**src/rtl/light_timer_arbiter.sv**
```systemverilog
// Shared interval timer for the intersection controllers.
// One down-counter, round-robin between highway and country road.
module light_timer_arbiter #(
    parameter int YELLOW_CYCLES = 3,
    parameter int GREEN_CYCLES  = 8,
    parameter int CNT_W         = 8
) (
    input  logic clk,
    input  logic reset,
    input  logic start_h,
    input  logic sel_h,
    input  logic start_r,
    input  logic sel_r,
    output logic grant_h,
    output logic grant_r,
    output logic busy,
    output logic time_out_h,
    output logic T_out_h,
    output logic time_out_r,
    output logic T_out_r
);

    typedef enum logic [1:0] {
        IDLE = 2'd0,
        RUN  = 2'd1,
        DONE = 2'd2
    } state_t;

    localparam logic [CNT_W-1:0] Y_LOAD = CNT_W'(YELLOW_CYCLES - 1);
    localparam logic [CNT_W-1:0] G_LOAD = CNT_W'(GREEN_CYCLES - 1);

    state_t           state_q, state_d;
    logic [CNT_W-1:0] count_q, count_d;
    logic             owner_q, owner_d;
    logic             mode_q,  mode_d;
    logic             last_q,  last_d;
    logic             win;
    logic             done;

    // State register; last resets to 1 so the highway wins the first tie
    always_ff @(posedge clk or negedge reset) begin
        if (!reset) begin
            state_q <= IDLE;
            count_q <= '0;
            owner_q <= 1'b0;
            mode_q  <= 1'b0;
            last_q  <= 1'b1;
        end else begin
            state_q <= state_d;
            count_q <= count_d;
            owner_q <= owner_d;
            mode_q  <= mode_d;
            last_q  <= last_d;
        end
    end

    // Arbitration, interval load and countdown
    always_comb begin
        state_d = state_q;
        count_d = count_q;
        owner_d = owner_q;
        mode_d  = mode_q;
        last_d  = last_q;
        win     = 1'b0;
        unique case (state_q)
            IDLE: begin
                if (start_h || start_r) begin
                    if (start_h && start_r) begin
                        win = ~last_q;
                    end else begin
                        win = start_r;
                    end
                    owner_d = win;
                    mode_d  = win ? sel_r : sel_h;
                    count_d = mode_d ? G_LOAD : Y_LOAD;
                    state_d = RUN;
                end
            end
            RUN: begin
                if (count_q == '0) begin
                    state_d = DONE;
                    last_d  = owner_q;
                end else begin
                    count_d = count_q - CNT_W'(1);
                end
            end
            DONE: begin
                state_d = IDLE;
            end
            default: begin
                state_d = IDLE;
            end
        endcase
    end

    // Outputs decoded from registered state only
    always_comb begin
        busy       = (state_q != IDLE);
        done       = (state_q == DONE);
        grant_h    = busy & ~owner_q;
        grant_r    = busy & owner_q;
        time_out_h = done & ~owner_q & ~mode_q;
        T_out_h    = done & ~owner_q & mode_q;
        time_out_r = done & owner_q & ~mode_q;
        T_out_r    = done & owner_q & mode_q;
    end

endmodule

```
**config.mk**
```make
export PLATFORM = sky130hd
export DESIGN_NAME = light_timer_arbiter
export DESIGN_NICKNAME = d
export VERILOG_FILES = /design/src/rtl/light_timer_arbiter.sv
export SDC_FILE = /design/constraint.sdc
export NUM_CORES = 1
export LEC_CHECK = 0
export CAP_MARGIN = 5
export CORE_MARGIN = 2
export CORE_UTILIZATION = 40
export DETAILED_ROUTE_END_ITERATION = 8
export PLACE_DENSITY_LB_ADDON = 0.2
export SYNTH_ARGS = -nofsm -noshare
export SYNTH_HDL_FRONTEND = slang
export SYNTH_SLANG_ARGS = --single-unit
```
**constraint.sdc**
```tcl
create_clock -name clk -period 2.25 [get_ports clk]
set_input_delay 0.3375 -clock clk [delete_from_list [all_inputs] [get_ports clk]]
set_output_delay 0.3375 -clock clk [all_outputs]
set_load 0.01 [all_outputs]
```
==> out/qor.csv <==
stage,metric,value,unit
logic_synthesis,mappedNetlistNets,81,
layout,num-fill-cells,159,
floorplan,rows,15,
clock_tree,post_cts_hold_buffer_count,0,
clock_tree,clk_path_buf_depth,2,
logic_synthesis,synth_xor_xnor_area_share,1.22,%
logic_synthesis,postSynthCellCount,73,
outcome,run_status,"finished, final reports clean",
worst_setup_path,critical_path_arrival,1.73,ns
logic_synthesis,synth-compound-area-share,16.6,%
clock_tree,buffers_inserted_during_post_cts_setup_optimization,0,
floorplan,die_width,46.3,um
logic_synthesis,synth.yosys.warnings,0,
flow_run,drv_cap,0,
power_and_ir_drop,static-leakage-power,0.350,nW
logic_synthesis,synth_most_common_cell,dfrtp_1,
drt,drt_pass1_iterations,4,
drt,routed_wire_length_per_instance,13.6,um
clock_tree,total_clock_buffers_created_by_cts,3,
logic_synthesis,netlist_area,717,sq um
clock_tree,clk_transition_reported_paths,0.08,ns
floorplan,design.die.area,0.00215,sq mm
sta,worst_slew_margin_rel,55.4,%
layout,post-route-cell-area,886,sq um
logic_synthesis,yosys.cell_types.count,34,
grt,groute.usage.overall,17.0,%
clock_tree,insertion_delay,0.28,ns
floorplan,num_io_pins,13,
sta,report.final.slew_viol_count,0,
drt,drtIter0Drc,7,
sta,finalCriticalPeriod,2.07,ns
logic_synthesis,synth_async_sr_flop_share,100,%
layout,syn_to_final_growth,23.6,%
sta,fmax,483,MHz
clock_tree,clock_tree.root_cell,clkbuf_4,
grt,grt_max_degree,14,
min_path,min_path_type,in -> async,
clock_tree,cts_htree_levels,1,
logic_synthesis,ys_seq_area_share,45.5,%
place,port-buffer-count,12,
drt,routed_via_density,5.45,
place,post_dp_cell_area,860,sq um
drt,postRouteWirelength,1.53,mm
worst_setup_path,crit_path_start_kind,register,
sta,worst_pin_slew,0.662,ns
sta,period_share,92.0,%
drt,drt_drc_violations_left,0,
worst_setup_path,r2r_cells,6,
logic_synthesis,synth.largest_area_cell,dfrtp_1,
sta,worst_clock_skew_on_the_final_layout,0.00330,ns
layout,layout_cells_sized_above_1,6.90,%
clock_tree,tritoncts_clock_tree,done,
drt,route.vias.total,610,
logic_synthesis,synth_top_family_by_area,simple AND/OR/NAND/NOR gates,
worst_setup_path,cp_max_fo,5,
logic_synthesis,yosys.area.top_type_share,41.9,%
clock_tree,post_cts.resized_instances,0,
power_and_ir_drop,power.ir.vdd_worst,0.000252,V
floorplan,die_height,46.3,um
grt,wire_length_of_the_first_global_routing_pass,2.44,mm
worst_setup_path,timing.setup.critical_path_class,reg -> out,
worst_setup_path,worstReg2RegEnd,count_q[7],
logic_synthesis,synth_enable_flop_cells,0,
grt,first_global_vias,550,
layout,total_area_of_multi_input_combinational_cells,363,sq um
place,routabilityCongestion,0.816,
floorplan,initial_util,42.0,%
logic_synthesis,synth_commonest_cells,"12 x dfrtp_1, 7 x nand2_1, 5 x inv_1, 5 x nor2_1, 4 x nor3_1",
floorplan,fp.coreArea,0.00171,sq mm
worst_setup_path,timing.rr.start,count_q[0],
sta,rsz_0062_raised_after_global_routing,no,
layout,postLayoutCoreUtil,51.9,%
logic_synthesis,yosys.area_share.simple,23.6,%
sta,timing.final.setup_violations,0,
logic_synthesis,synthFlopType,dfrtp_1,
place,detailed_place_hpwl,1.08,mm
logic_synthesis,post_synth_mux_area_share,5.76,%
drt,ant_nets,0,
logic_synthesis,synth_adder_area_share,3.49,%
worst_setup_path,timing.critical_path.required,1.91,ns
power_and_ir_drop,power.density,451,mW/mm^2
grt,overflow,0,
layout,final-seq-area,327,sq um
sta,setup_tns,0,ns
sta,hold_viol,0,
layout,final_nets,96,
worst_setup_path,setup.reg_to_reg.worst_slack,0.39,ns
layout,antenna_cells,0,
logic_synthesis,ys_seq_elements,13,
worst_setup_path,crit_path_end_kind,output pin,
logic_synthesis,synth_area_leaders,"dfrtp_1 42%, mux2i_1 4.2%, dfstp_2 3.7%, nand2_1 3.7%, nor4b_1 3.7%",
clock_tree,cts_num_sinks,13,
grt,antenna_found_initial,0,
logic_synthesis,mean_instance_size_in_the_synthesized_netlist,9.82,sq um
-- state kept, by name, summed over array words and instances, names as in the netlist --
signal,count
owner_q,1
mode_q,1
state_q,2
last_q,1
count_q,8
-- how the worst max path moves through the flow --
stage                           from          to  slack, ns  depth (start not counted)
after detailed placement     start_h  count_q[1]       0.21                          4
after floorplan           count_q[5]  count_q[6]       0.52                          4
after global routing      state_q[0]     grant_h       0.10                          3
after global placement       start_h  count_q[1]       0.24                          4
after CTS                 state_q[1]     T_out_h       0.17                          3
final                     state_q[1]     T_out_h       0.18                          3
-- cell families (layout without fill, tap and decap cells) --
kind of cell	count (synthesis)	count (layout)
adder cells (fa/ha/maj)	2	2
buffers and inverters	7	21
AND/OR/NAND/NOR	29	29
flip-flops	13	13
multiplexers	4	4
AO/OA/AOI/OAI	17	17
XOR/XNOR	1	1
-- report_power, final --
group / internal, W / switching (W) / leakage, nW
Clock: 0.0000688 / 0.0000798 / 0.0150
Combinational: 0.00000913 / 0.00000825 / 0.193
Sequential: 0.000233 / 0.000000000000248 / 0.142
Total: 0.000311 / 0.0000881 / 0.350
-- cell usage in the layout (no fill, tap or decap), types with 3 or more instances in the layout --
master / Yosys / layout
inv_1: 5 / 5
a21oi_1: 3 / 3
nor3_1: 4 / 4
nor2_1: 5 / 5
nor4b_1: 3 / 3
nand2_1: 7 / 7
o21ai_0: 3 / 3
clkbuf_4: 0 / 3
clkdlybuf4s50_1: 0 / 12
dfrtp_1: 12 / 12
mux2i_1: 3 / 3
-- per-stage QoR --
stage	hold WS, ns	total power [W]	setup WS, ns	std cells
6_report	0.421	0.000400	0.180	112
2_1_floorplan	0.0419	0.000241	0.520	73
4_1_cts	0.444	0.000409	0.173	112
3_3_place_gp	0.498	0.000256	0.240	108
3_5_place_dp	0.507	0.000256	0.214	108
5_1_grt	0.477	0.000415	0.102	112
-- worst max-delay path: stages, from the launching register on --
cell and delay, ns:
dfrtp_1 0.44, inv_1 0.13, nor4b_1 0.30, clkdlybuf4s50_1 0.59
-- layout make-up --
| cell class | instances | area share [%] |
|---|---|---|
| Tap cell | 25 | 3.53 |
| Timing Repair Buffer | 12 | 13.6 |
| Clock buffer | 4 | 2.97 |
| Multi-Input combinational cell | 53 | 41.0 |
| Sequential cell | 13 | 36.9 |
| Inverter | 5 | 2.12 |
-- routing by layer --
| metal | share of wire (%) | GRT usage (%) | vias to the layer above |
|---|---|---|---|
| met2 | 44 | 23.9 | 13 |
| met5 | 0 | 0 | - |
| met1 | 50 | 22.8 | 292 |
| met3 | 4.3 | 6.27 | 4 |
| met4 | 1.6 | 8.00 | 0 |
| li1 | - | - | 301 |
No activity file was read; power rests on OpenSTA's default activity.
